`src/rtl/spypath_pkg.sv`:
```
// Shared definitions for the spypath delay-chain TDC: FSM states, default
// sizing and the width helpers used by every file in this slice.
package spypath_pkg;

    localparam int DEF_STAGES     = 50;
    localparam int DEF_CHANNELS   = 4;
    localparam int DEF_SAMPLES    = 8;
    localparam int DEF_SETTLE_CYC = 4;

    typedef enum logic [2:0] {
        IDLE,
        SETTLE,
        LAUNCH,
        CAPTURE,
        ACCUM,
        COMPARE,
        DONE
    } tdcStateT;

    function automatic int cntWidth(input int stages);
        return $clog2(stages + 1);
    endfunction

    function automatic int log2Ceil(input int n);
        return $clog2(n);
    endfunction

    function automatic int chWidth(input int channels);
        return (channels > 1) ? $clog2(channels) : 1;
    endfunction

endpackage

```
`src/rtl/spypath_tdc_chain.sv`:
```
// One tapped delay chain of STAGES spypath cells; every cell output is a tap
// and is kept so the chain survives optimisation.
module spypath_tdc_chain
    import spypath_pkg::*;
#(
    parameter int STAGES = DEF_STAGES
) (
    input  logic              launchIn,
    output logic [STAGES-1:0] taps
);

    (* keep *) logic [STAGES-1:0] stageOut;

    // Taps the launch edge has not reached still show the previous level.
    // Tied to all-ones for hardware; simulation overrides it to model reach.
    logic [STAGES-1:0] arrivedMask;
    assign arrivedMask = '1;

    always_comb begin
        stageOut[0] = launchIn;
        for (int i = 1; i < STAGES; i++) begin
            stageOut[i] = stageOut[i-1];
        end
    end

    assign taps = stageOut ^ ~arrivedMask;

endmodule

```
`src/rtl/spypath_tdc.sv`:
```
// Averaged delay-chain measurement: launches SAMPLES edges down the selected
// chain, sums the tap counts and flags an average outside the golden window.
module spypath_tdc
    import spypath_pkg::*;
#(
    parameter int  STAGES     = DEF_STAGES,
    parameter int  CHANNELS   = DEF_CHANNELS,
    parameter int  SAMPLES    = DEF_SAMPLES,
    parameter int  SETTLE_CYC = DEF_SETTLE_CYC,
    localparam int CNT_W      = cntWidth(STAGES),
    localparam int SHIFT      = log2Ceil(SAMPLES),
    localparam int ACC_W      = CNT_W + SHIFT,
    localparam int CH_W       = chWidth(CHANNELS)
) (
    input  logic             clk,
    input  logic             rst_n,
    input  logic             start,
    input  logic [CH_W-1:0]  ch_sel,
    input  logic [CNT_W-1:0] golden_min,
    input  logic [CNT_W-1:0] golden_max,
    output logic             busy,
    output logic             done,
    output logic [ACC_W-1:0] result,
    output logic [CNT_W-1:0] avg,
    output logic             trojan_flag,
    output logic             err
);

    localparam int SCNT_W   = (SHIFT > 0) ? SHIFT : 1;
    localparam int SET_LAST = (SETTLE_CYC > 1) ? SETTLE_CYC - 1 : 0;
    localparam int SET_W    = (SET_LAST > 0) ? $clog2(SET_LAST + 1) : 1;

    tdcStateT          state;
    logic [CH_W-1:0]   chLat;
    logic [CNT_W-1:0]  minLat;
    logic [CNT_W-1:0]  maxLat;
    logic [ACC_W-1:0]  acc;
    logic [SCNT_W-1:0] sampleCnt;
    logic [SET_W-1:0]  settleCnt;
    logic [CHANNELS-1:0] launchReg;
    logic [STAGES-1:0] tapBus [CHANNELS];
    logic [STAGES-1:0] capVec;

    logic [CHANNELS-1:0] selOneHot;
    logic                chOk;
    logic [STAGES-1:0]   selTaps;
    logic                launchLevel;
    logic [CNT_W-1:0]    tapCount;
    logic [CNT_W-1:0]    accAvg;

    for (genvar c = 0; c < CHANNELS; c++) begin : gChain
        spypath_tdc_chain #(.STAGES(STAGES)) uChain (
            .launchIn (launchReg[c]),
            .taps     (tapBus[c])
        );
    end

    // Decoding by comparison keeps an out-of-range selection from ever indexing.
    always_comb begin
        selOneHot   = '0;
        selTaps     = '0;
        launchLevel = 1'b0;
        for (int c = 0; c < CHANNELS; c++) begin
            if (chLat == CH_W'(c)) begin
                selOneHot[c] = 1'b1;
                selTaps      = tapBus[c];
                launchLevel  = launchReg[c];
            end
        end
    end

    assign chOk = |selOneHot;

    // Popcount of taps matching the launch level, so bubbles are tolerated.
    always_comb begin
        tapCount = '0;
        for (int i = 0; i < STAGES; i++) begin
            tapCount = tapCount + CNT_W'(capVec[i] == launchLevel);
        end
    end

    assign accAvg = acc[ACC_W-1:SHIFT];

    always_ff @(posedge clk or negedge rst_n) begin
        if (!rst_n) begin
            state       <= IDLE;
            busy        <= 1'b0;
            done        <= 1'b0;
            err         <= 1'b0;
            trojan_flag <= 1'b0;
            result      <= '0;
            avg         <= '0;
            acc         <= '0;
            sampleCnt   <= '0;
            settleCnt   <= '0;
            capVec      <= '0;
            launchReg   <= '0;
            chLat       <= '0;
            minLat      <= '0;
            maxLat      <= '0;
        end else begin
            done <= 1'b0;
            case (state)
                IDLE: begin
                    if (start) begin
                        chLat     <= ch_sel;
                        minLat    <= golden_min;
                        maxLat    <= golden_max;
                        acc       <= '0;
                        sampleCnt <= '0;
                        settleCnt <= '0;
                        busy      <= 1'b1;
                        state     <= SETTLE;
                    end
                end
                SETTLE: begin
                    if (!chOk) begin
                        err         <= 1'b1;
                        result      <= '0;
                        avg         <= '0;
                        trojan_flag <= 1'b0;
                        done        <= 1'b1;
                        state       <= DONE;
                    end else if (settleCnt == SET_W'(SET_LAST)) begin
                        state <= LAUNCH;
                    end else begin
                        settleCnt <= settleCnt + SET_W'(1);
                    end
                end
                LAUNCH: begin
                    launchReg <= launchReg ^ selOneHot;
                    state     <= CAPTURE;
                end
                CAPTURE: begin
                    capVec <= selTaps;
                    state  <= ACCUM;
                end
                ACCUM: begin
                    acc <= acc + ACC_W'(tapCount);
                    if (sampleCnt == SCNT_W'(SAMPLES - 1)) begin
                        state <= COMPARE;
                    end else begin
                        sampleCnt <= sampleCnt + SCNT_W'(1);
                        settleCnt <= '0;
                        state     <= SETTLE;
                    end
                end
                COMPARE: begin
                    result      <= acc;
                    avg         <= accAvg;
                    trojan_flag <= (accAvg < minLat) || (accAvg > maxLat);
                    err         <= 1'b0;
                    done        <= 1'b1;
                    state       <= DONE;
                end
                DONE: begin
                    busy  <= 1'b0;
                    state <= IDLE;
                end
                default: begin
                    busy  <= 1'b0;
                    state <= IDLE;
                end
            endcase
        end
    end

endmodule

```
`config.mk`:
```
export PLATFORM = sky130hd
export DESIGN_NAME = spypath_tdc
export DESIGN_NICKNAME = d
export VERILOG_FILES = /design/src/rtl/spypath_pkg.sv /design/src/rtl/spypath_tdc_chain.sv /design/src/rtl/spypath_tdc.sv
export SDC_FILE = /design/constraint.sdc
export NUM_CORES = 1
export LEC_CHECK = 0
export CORE_MARGIN = 8
export CORE_UTILIZATION = 62
export CTS_CLUSTER_DIAMETER = 40
export DETAILED_ROUTE_END_ITERATION = 10
export GPL_TIMING_DRIVEN = 0
export HOLD_SLACK_MARGIN = 0.06
export PLACE_DENSITY_LB_ADDON = 0.08
export SLEW_MARGIN = 20
export SYNTH_ARGS = -nofsm -noshare
export SYNTH_HDL_FRONTEND = slang
export SYNTH_SLANG_ARGS = --single-unit
```
`constraint.sdc`:
```
create_clock -name clk -period 10.15 [get_ports clk]
set_clock_uncertainty 0.1 [all_clocks]
set_input_delay 2.03 -clock clk [delete_from_list [all_inputs] [get_ports clk]]
set_output_delay 2.03 -clock clk [all_outputs]
set_load 0.005 [all_outputs]
```
==> results of run 1 <==
-- worst reg2reg max path, delay by kind of cell (launching register included) --
| family | cells | cell delay, ps |
|---|---|---|
| adder cells (fa/ha/maj) | 9 | 2430 |
| multiplexers | 1 | 510 |
| XOR/XNOR | 1 | 350 |
| AND/OR/NAND/NOR | 4 | 950 |
| flip-flops | 1 | 450 |
| buffers and inverters | 2 | 150 |
| AO/OA/AOI/OAI | 4 | 850 |
-- stage by stage --
| stage | setup slack [ps] | area (µm²) |
|---|---|---|
| 3_3_place_gp | 4380 | 3380 |
| 2_1_floorplan | 4670 | 2960 |
| 4_1_cts | 4250 | 3510 |
| 6_report | 4260 | 3510 |
| 3_5_place_dp | 4280 | 3390 |
| 5_1_grt | 4080 | 3510 |
-- final cells by class --
| type | count | area (µm²) |
|---|---|---|
| tap | 54 | 67.6 |
| fill | 340 | 1150 |
| sequential | 49 | 1230 |
| buffer | 15 | 78.8 |
| clock inverter | 1 | 30.0 |
| inverter | 22 | 82.6 |
| clock buffer | 7 | 86.3 |
| timing repair buffer | 36 | 365 |
| multi-input combinational | 214 | 1570 |
-- flip-flops by register name, indices dropped and copies added, names as in the netlist --
signal	count
acc	9
result	9
maxLat	6
minLat	6
launchReg	4
sampleCnt	3
state	3
chLat	2
settleCnt	2
busy	1
capVec	1
done	1
err	1
trojan_flag	1
-- power by group through the flow --
stage	clock, mW	combinational (mW)	sequential (mW)
2_1_floorplan	0	0.000144	0.199
3_3_place_gp	0	0.0103	0.199
3_5_place_dp	0	0.0111	0.199
4_1_cts	0.149	0.0112	0.195
5_1_grt	0.156	0.0121	0.195
6_report	0.146	0.0107	0.195
-- path summary, 6_finish.rpt --
| kind | start | endpoint | slack [ps] | cells past startpoint |
|---|---|---|---|---|
| worst max register to register | chLat[0] | acc[7] | 4260 | 21 |
| worst min-delay path | launchReg[1] | launchReg[1] | 370 | 1 |
| max in group asynchronous | rst_n | result[1] | 7820 | 2 |
| min in group asynchronous | rst_n | launchReg[0] | 1600 | 1 |
| worst max-delay path | chLat[0] | acc[7] | 4260 | 21 |
| worst min register to register | launchReg[1] | launchReg[1] | 370 | 1 |
-- routing by layer --
metal | track usage [%] | vias to the layer above | wire (µm)
met5 | 0 | - | 0
met2 | 26.3 | 50 | 2720
met4 | 8.58 | 0 | 109
li1 | - | 1106 | -
met1 | 19.6 | 1012 | 2460
met3 | 4.54 | 11 | 340
==> flow_summary_export.csv, run 1 <==
group,metric,value,unit
route,routed_wl,5.63,mm
clock_network,cts_setup_buffers,0,
clock_network,clk_latency,300,ps
clock_network,ctsHoldBuffers,0,
synthesis,syn_inst,300,
place,detailed_place_hpwl,4.25,mm
timing,finalCritPeriodShare,58.0,%
synthesis,yosysWarnings,0,
clock_network,cts_tree,"built",
timing,slew-limit-headroom,40.1,%
worst_setup_path,critPathRequiredTime,10250,ps
worst_setup_path,crit_top_cell,"ha_1",
timing,slew_viol_final,0,
worst_setup_path,path_delay_family,"adder cells",
timing,hold_violations,0,
worst_setup_path,crit_type,"flop to flop",
worst_setup_path,crit_path_cell_trace,"nor2_1 -> ha_1 -> mux4_2 -> xnor2_2 -> ha_1 -> or2_2 -> ha_1 -> ha_1 -> inv_1 -> fa_1 -> inv_1 -> ha_1 -> ha_1 -> or2_2 -> ha_1 -> ha_1 -> a21o_1 -> a21o_1 -> a21o_1 -> or3_1 -> a32o_1",
route,vias,2179,
synthesis,synth_nets,362,
synthesis,synth_area,2960,µm²
route,wl_per_cell,14.1,µm
timing,fmax,170,MHz
timing,rsz0062_at_grt,"false",
global_route,grt_max_degree,28,
timing,fin_setup_tns,0,ps
floorplan,dieArea,7240,µm²
clock_network,clock_sinks,49,
power,pwr-share-clk,41.5,%
clock_network,clock-root-buffer,"clkbuf_8",
power,p_total,352,µW
power,power_frac_seq,55.5,%
layout,diodes,0,
route,postRouteAntennaNets,0,
layout,area_growth,18.6,%
timing,max_slew.worst_pin.slew,894,ps
floorplan,die_w,85.1,µm
job,maxCapViolCount,0,
global_route,grtUsageTotal,16.4,%
synthesis,syn_area_per_cell,9.86,µm²
floorplan,fp-row-count,25,
power,leakage,1.73,nW
layout,layout_common_cells,"51 x nand2_1, 49 x dfrtp_1, 44 x ha_1, 34 x clkdlybuf4s50_1, 33 x o21ai_0",
timing,hold-worst-slack,372,ps
place,post-place-cells,390,
layout,drive_gt1_share,8.43,%
place,place_congestion,0.823,
clock_network,cts.clk_slew.worst_paths,90,ps
place,port_buffers,35,
floorplan,start_util,63.5,%
worst_setup_path,slowest_delay,510,ps
power,p_int,281,µW
power,combPwrFrac,3.1,%
floorplan,die_y,85.1,µm
clock_network,cts_resized,0,
min_path,hp-class,"flop to flop",
power,power_density,100,nW/µm²
layout,final_nets,405,
power,netSwitchingPower,70.2,µW
clock_network,cts_max_path_buffers,2,
global_route,antenna_found_initial,0,
worst_setup_path,worst-path-buf-inv,2,
timing,period_needed,5890,ps
worst_setup_path,worstSetupStartpointType,"flop",
global_route,grt_pass1_vias,2112,
floorplan,core-area,4660,µm²
route,drt_pass1_iterations,4,
worst_setup_path,critPathCaptureType,"flop",
route,drt_iter0_drc,54,
route,drc,0,
global_route,grt_pass1_wl,9.61,mm
worst_setup_path,cp.arrival,5990,ps
worst_setup_path,worstPathMaxFanout,18,
power,switching_share,20.0,%
clock_network,htree_levels,2,
layout,fin_util,75.3,%
timing,setup_viol,0,
status,status,"complete, no violations",
worst_setup_path,cp_slowest_cell,"mux4_2",
layout,fin_cells,398,
global_route,grt_overflow_total,0,
clock_network,cts_buffers,5,
route,vias_per_cell,5.47,
power,ir_worst_vdd,0.0740,mV
floorplan,io_pins,36,
layout,final_common_cell,"nand2_1",
No activity file was read; power rests on OpenSTA's default activity.
==> inputs of run 2 (changes only) <==
--- a/config.mk
+++ b/config.mk
@@ -6,7 +6,7 @@
 export NUM_CORES = 1
 export LEC_CHECK = 0
 export CORE_MARGIN = 8
-export CORE_UTILIZATION = 62
+export CORE_UTILIZATION = 60
 export CTS_CLUSTER_DIAMETER = 40
 export DETAILED_ROUTE_END_ITERATION = 10
 export GPL_TIMING_DRIVEN = 0
==> constraint.sdc (replaced) <==
create_clock -name clk -period 5.65 [get_ports clk]
set_clock_uncertainty 0.1 [all_clocks]
set_input_delay 1.13 -clock clk [delete_from_list [all_inputs] [get_ports clk]]
set_output_delay 1.13 -clock clk [all_outputs]
set_load 0.005 [all_outputs]
==> run 2 against run 1 <==
Non-clock buffer count grew 4. Clock power grew 40%. Count of clock-buffer cells in the layout unchanged. Sequential cell count is the same. Cell area up 1.3%. Register-to-register slack got worse by 4100 ps. Die area up 2.7%. Critical path depth unchanged. Hold slack improved by 2.0 ps. Fmax up 7.9%. Via count is 1.2% higher. Sequential share of layout area is 0.42 points lower.
==> flow_summary_export.csv, run 2 (same netlist as run 1, synthesis figures left out) <==
group,metric,value,unit
route,drt_pass1_iterations,4,
floorplan,io_pins,36,
layout,num-fill-cells,374,
global_route,grt_pass1_wl,9.85,mm
layout,reg_top3,"acc (9), result (9)",
route,vias,2205,
power,power_density,162,nW/µm²
layout,final_common_cell,"nand2_1",
worst_setup_path,critPathCaptureType,"flop",
route,wl_met2,2.82,mm
timing,slew-limit-headroom,47.0,%
place,port_buffers,35,
job,maxCapViolCount,0,
floorplan,die_w,86.2,µm
power,ir_worst_vdd,0.163,mV
worst_setup_path,worstPathMaxFanout,5,
route,m1WireLength,2.52,mm
route,postRouteAntennaNets,0,
route,drc,0,
min_path,hp-class,"flop to flop",
layout,drive_gt1_share,9.77,%
clock_network,cts_max_path_buffers,2,
floorplan,fp-row-count,25,
clock_network,clock_sinks,49,
worst_setup_path,crit_type,"flop to flop",
floorplan,dieArea,7430,µm²
clock_network,ctsHoldBuffers,0,
layout,multiInputGateArea,1600,µm²
clock_network,clock-root-buffer,"clkbuf_8",
timing,hold_violations,0,
global_route,grtUsageTotal,16.5,%
global_route,grt_overflow_total,0,
floorplan,core-area,4750,µm²
worst_setup_path,worstSetupStartpointType,"flop",
route,drt_iter0_drc,41,
timing,period_needed,5460,ps
floorplan,die_y,86.2,µm
timing,finalCritPeriodShare,96.7,%
route,wl_per_cell,13.9,µm
global_route,grt_pass1_vias,2156,
route,vias_per_cell,5.31,
worst_setup_path,rrSetupSlack,190,ps
place,detailed_place_hpwl,4.35,mm
clock_network,clk_latency,300,ps
timing,slew_viol_final,0,
clock_network,cts.clk_slew.worst_paths,90,ps
timing,max_slew.worst_pin.slew,792,ps
clock_network,htree_levels,2,
layout,final_nets,409,
timing,fin_setup_tns,0,ps
timing,rsz0062_at_grt,"false",
timing,finalWorstSetupSlack,188,ps
power,leakage,1.73,nW
timing,fmax,183,MHz
place,place_congestion,0.880,
route,dr_wl_met3,293,µm
layout,layout_common_cells,"51 x nand2_1, 48 x dfrtp_1, 43 x ha_1, 34 x clkdlybuf4s50_1, 33 x o21ai_0",
floorplan,start_util,62.2,%
worst_setup_path,critPathRequiredTime,5740,ps
global_route,grt_max_degree,26,
layout,diodes,0,
route,routed_wl,5.76,mm
clock_network,cts_buffers,5,
layout,area_growth,20.1,%
status,status,"complete, no violations",
worst_setup_path,cp.arrival,5560,ps
clock_network,cts_tree,"built",
route,top_layer,"met4",
place,post-place-ws,-174,ps
global_route,antenna_found_initial,0,
timing,setup_viol,0,
layout,register_area,1230,µm²
-- run 2: worst max-delay path, stage by stage (launching register included) --
cell	delay (ps)
dfrtp_1	410
nor2_1	70
ha_1	180
mux4_2	530
xnor2_4	190
ha_1	180
or2_2	290
ha_1	180
ha_1	290
inv_1	70
fa_1	410
inv_1	70
ha_1	230
ha_1	180
or2_2	270
ha_1	320
ha_4	270
a21o_1	190
a21o_1	180
a21o_1	180
or3_1	300
a32o_1	250
-- run 2: final timing paths --
kind,startpoint,end,depth (start not counted)
max,chLat[1],acc[7],21
min,launchReg[1],launchReg[1],1
max reg2reg,chLat[1],acc[7],21
min reg2reg,launchReg[1],launchReg[1],1
max in group asynchronous,rst_n,chLat[0],2
min in group asynchronous,rst_n,minLat[4],1
-- run 2: per-stage QoR --
stage	cells	power (mW)	utilization [%]	hold slack, ps	area (µm²)
after floorplan	300	0.358	-	336	2960
after global placement	402	0.376	71.4	354	3390
after detailed placement	403	0.378	71.8	361	3420
after CTS	413	0.581	74.2	380	3530
final	415	0.576	74.8	374	3550
after global routing	415	0.596	74.8	389	3550
-- run 2: power breakdown --
group	internal [mW]	switching [mW]	leakage, nW	total, mW
combinational	0.0113	0.00882	1.13	0.0201
clock	0.0879	0.118	0.0385	0.205
sequential	0.350	0	0.569	0.350
total	0.449	0.126	1.73	0.576
-- run 2: what timing repair did --
action	4_1_cts	5_1_grt
pin swaps	1	0
gates resized for setup	2	1
buffers inserted	2	2
setup endpoints to repair	1	1
-- run 2: layout make-up --
type / instances / share of cell area [%]
buffer: 15 / 2.22
multi-input combinational: 214 / 44.9
sequential: 49 / 34.5
clock inverter: 1 / 0.211
timing repair buffer: 40 / 11.3
clock buffer: 7 / 2.15
tap: 67 / 2.36
inverter: 22 / 2.32
-- run 2: layer usage --
layer | global-route usage, % | up-vias
met5 | 0 | -
li1 | - | 1112
met1 | 19.8 | 1034
met4 | 6.57 | 0
met2 | 27.9 | 46
met3 | 4.06 | 13
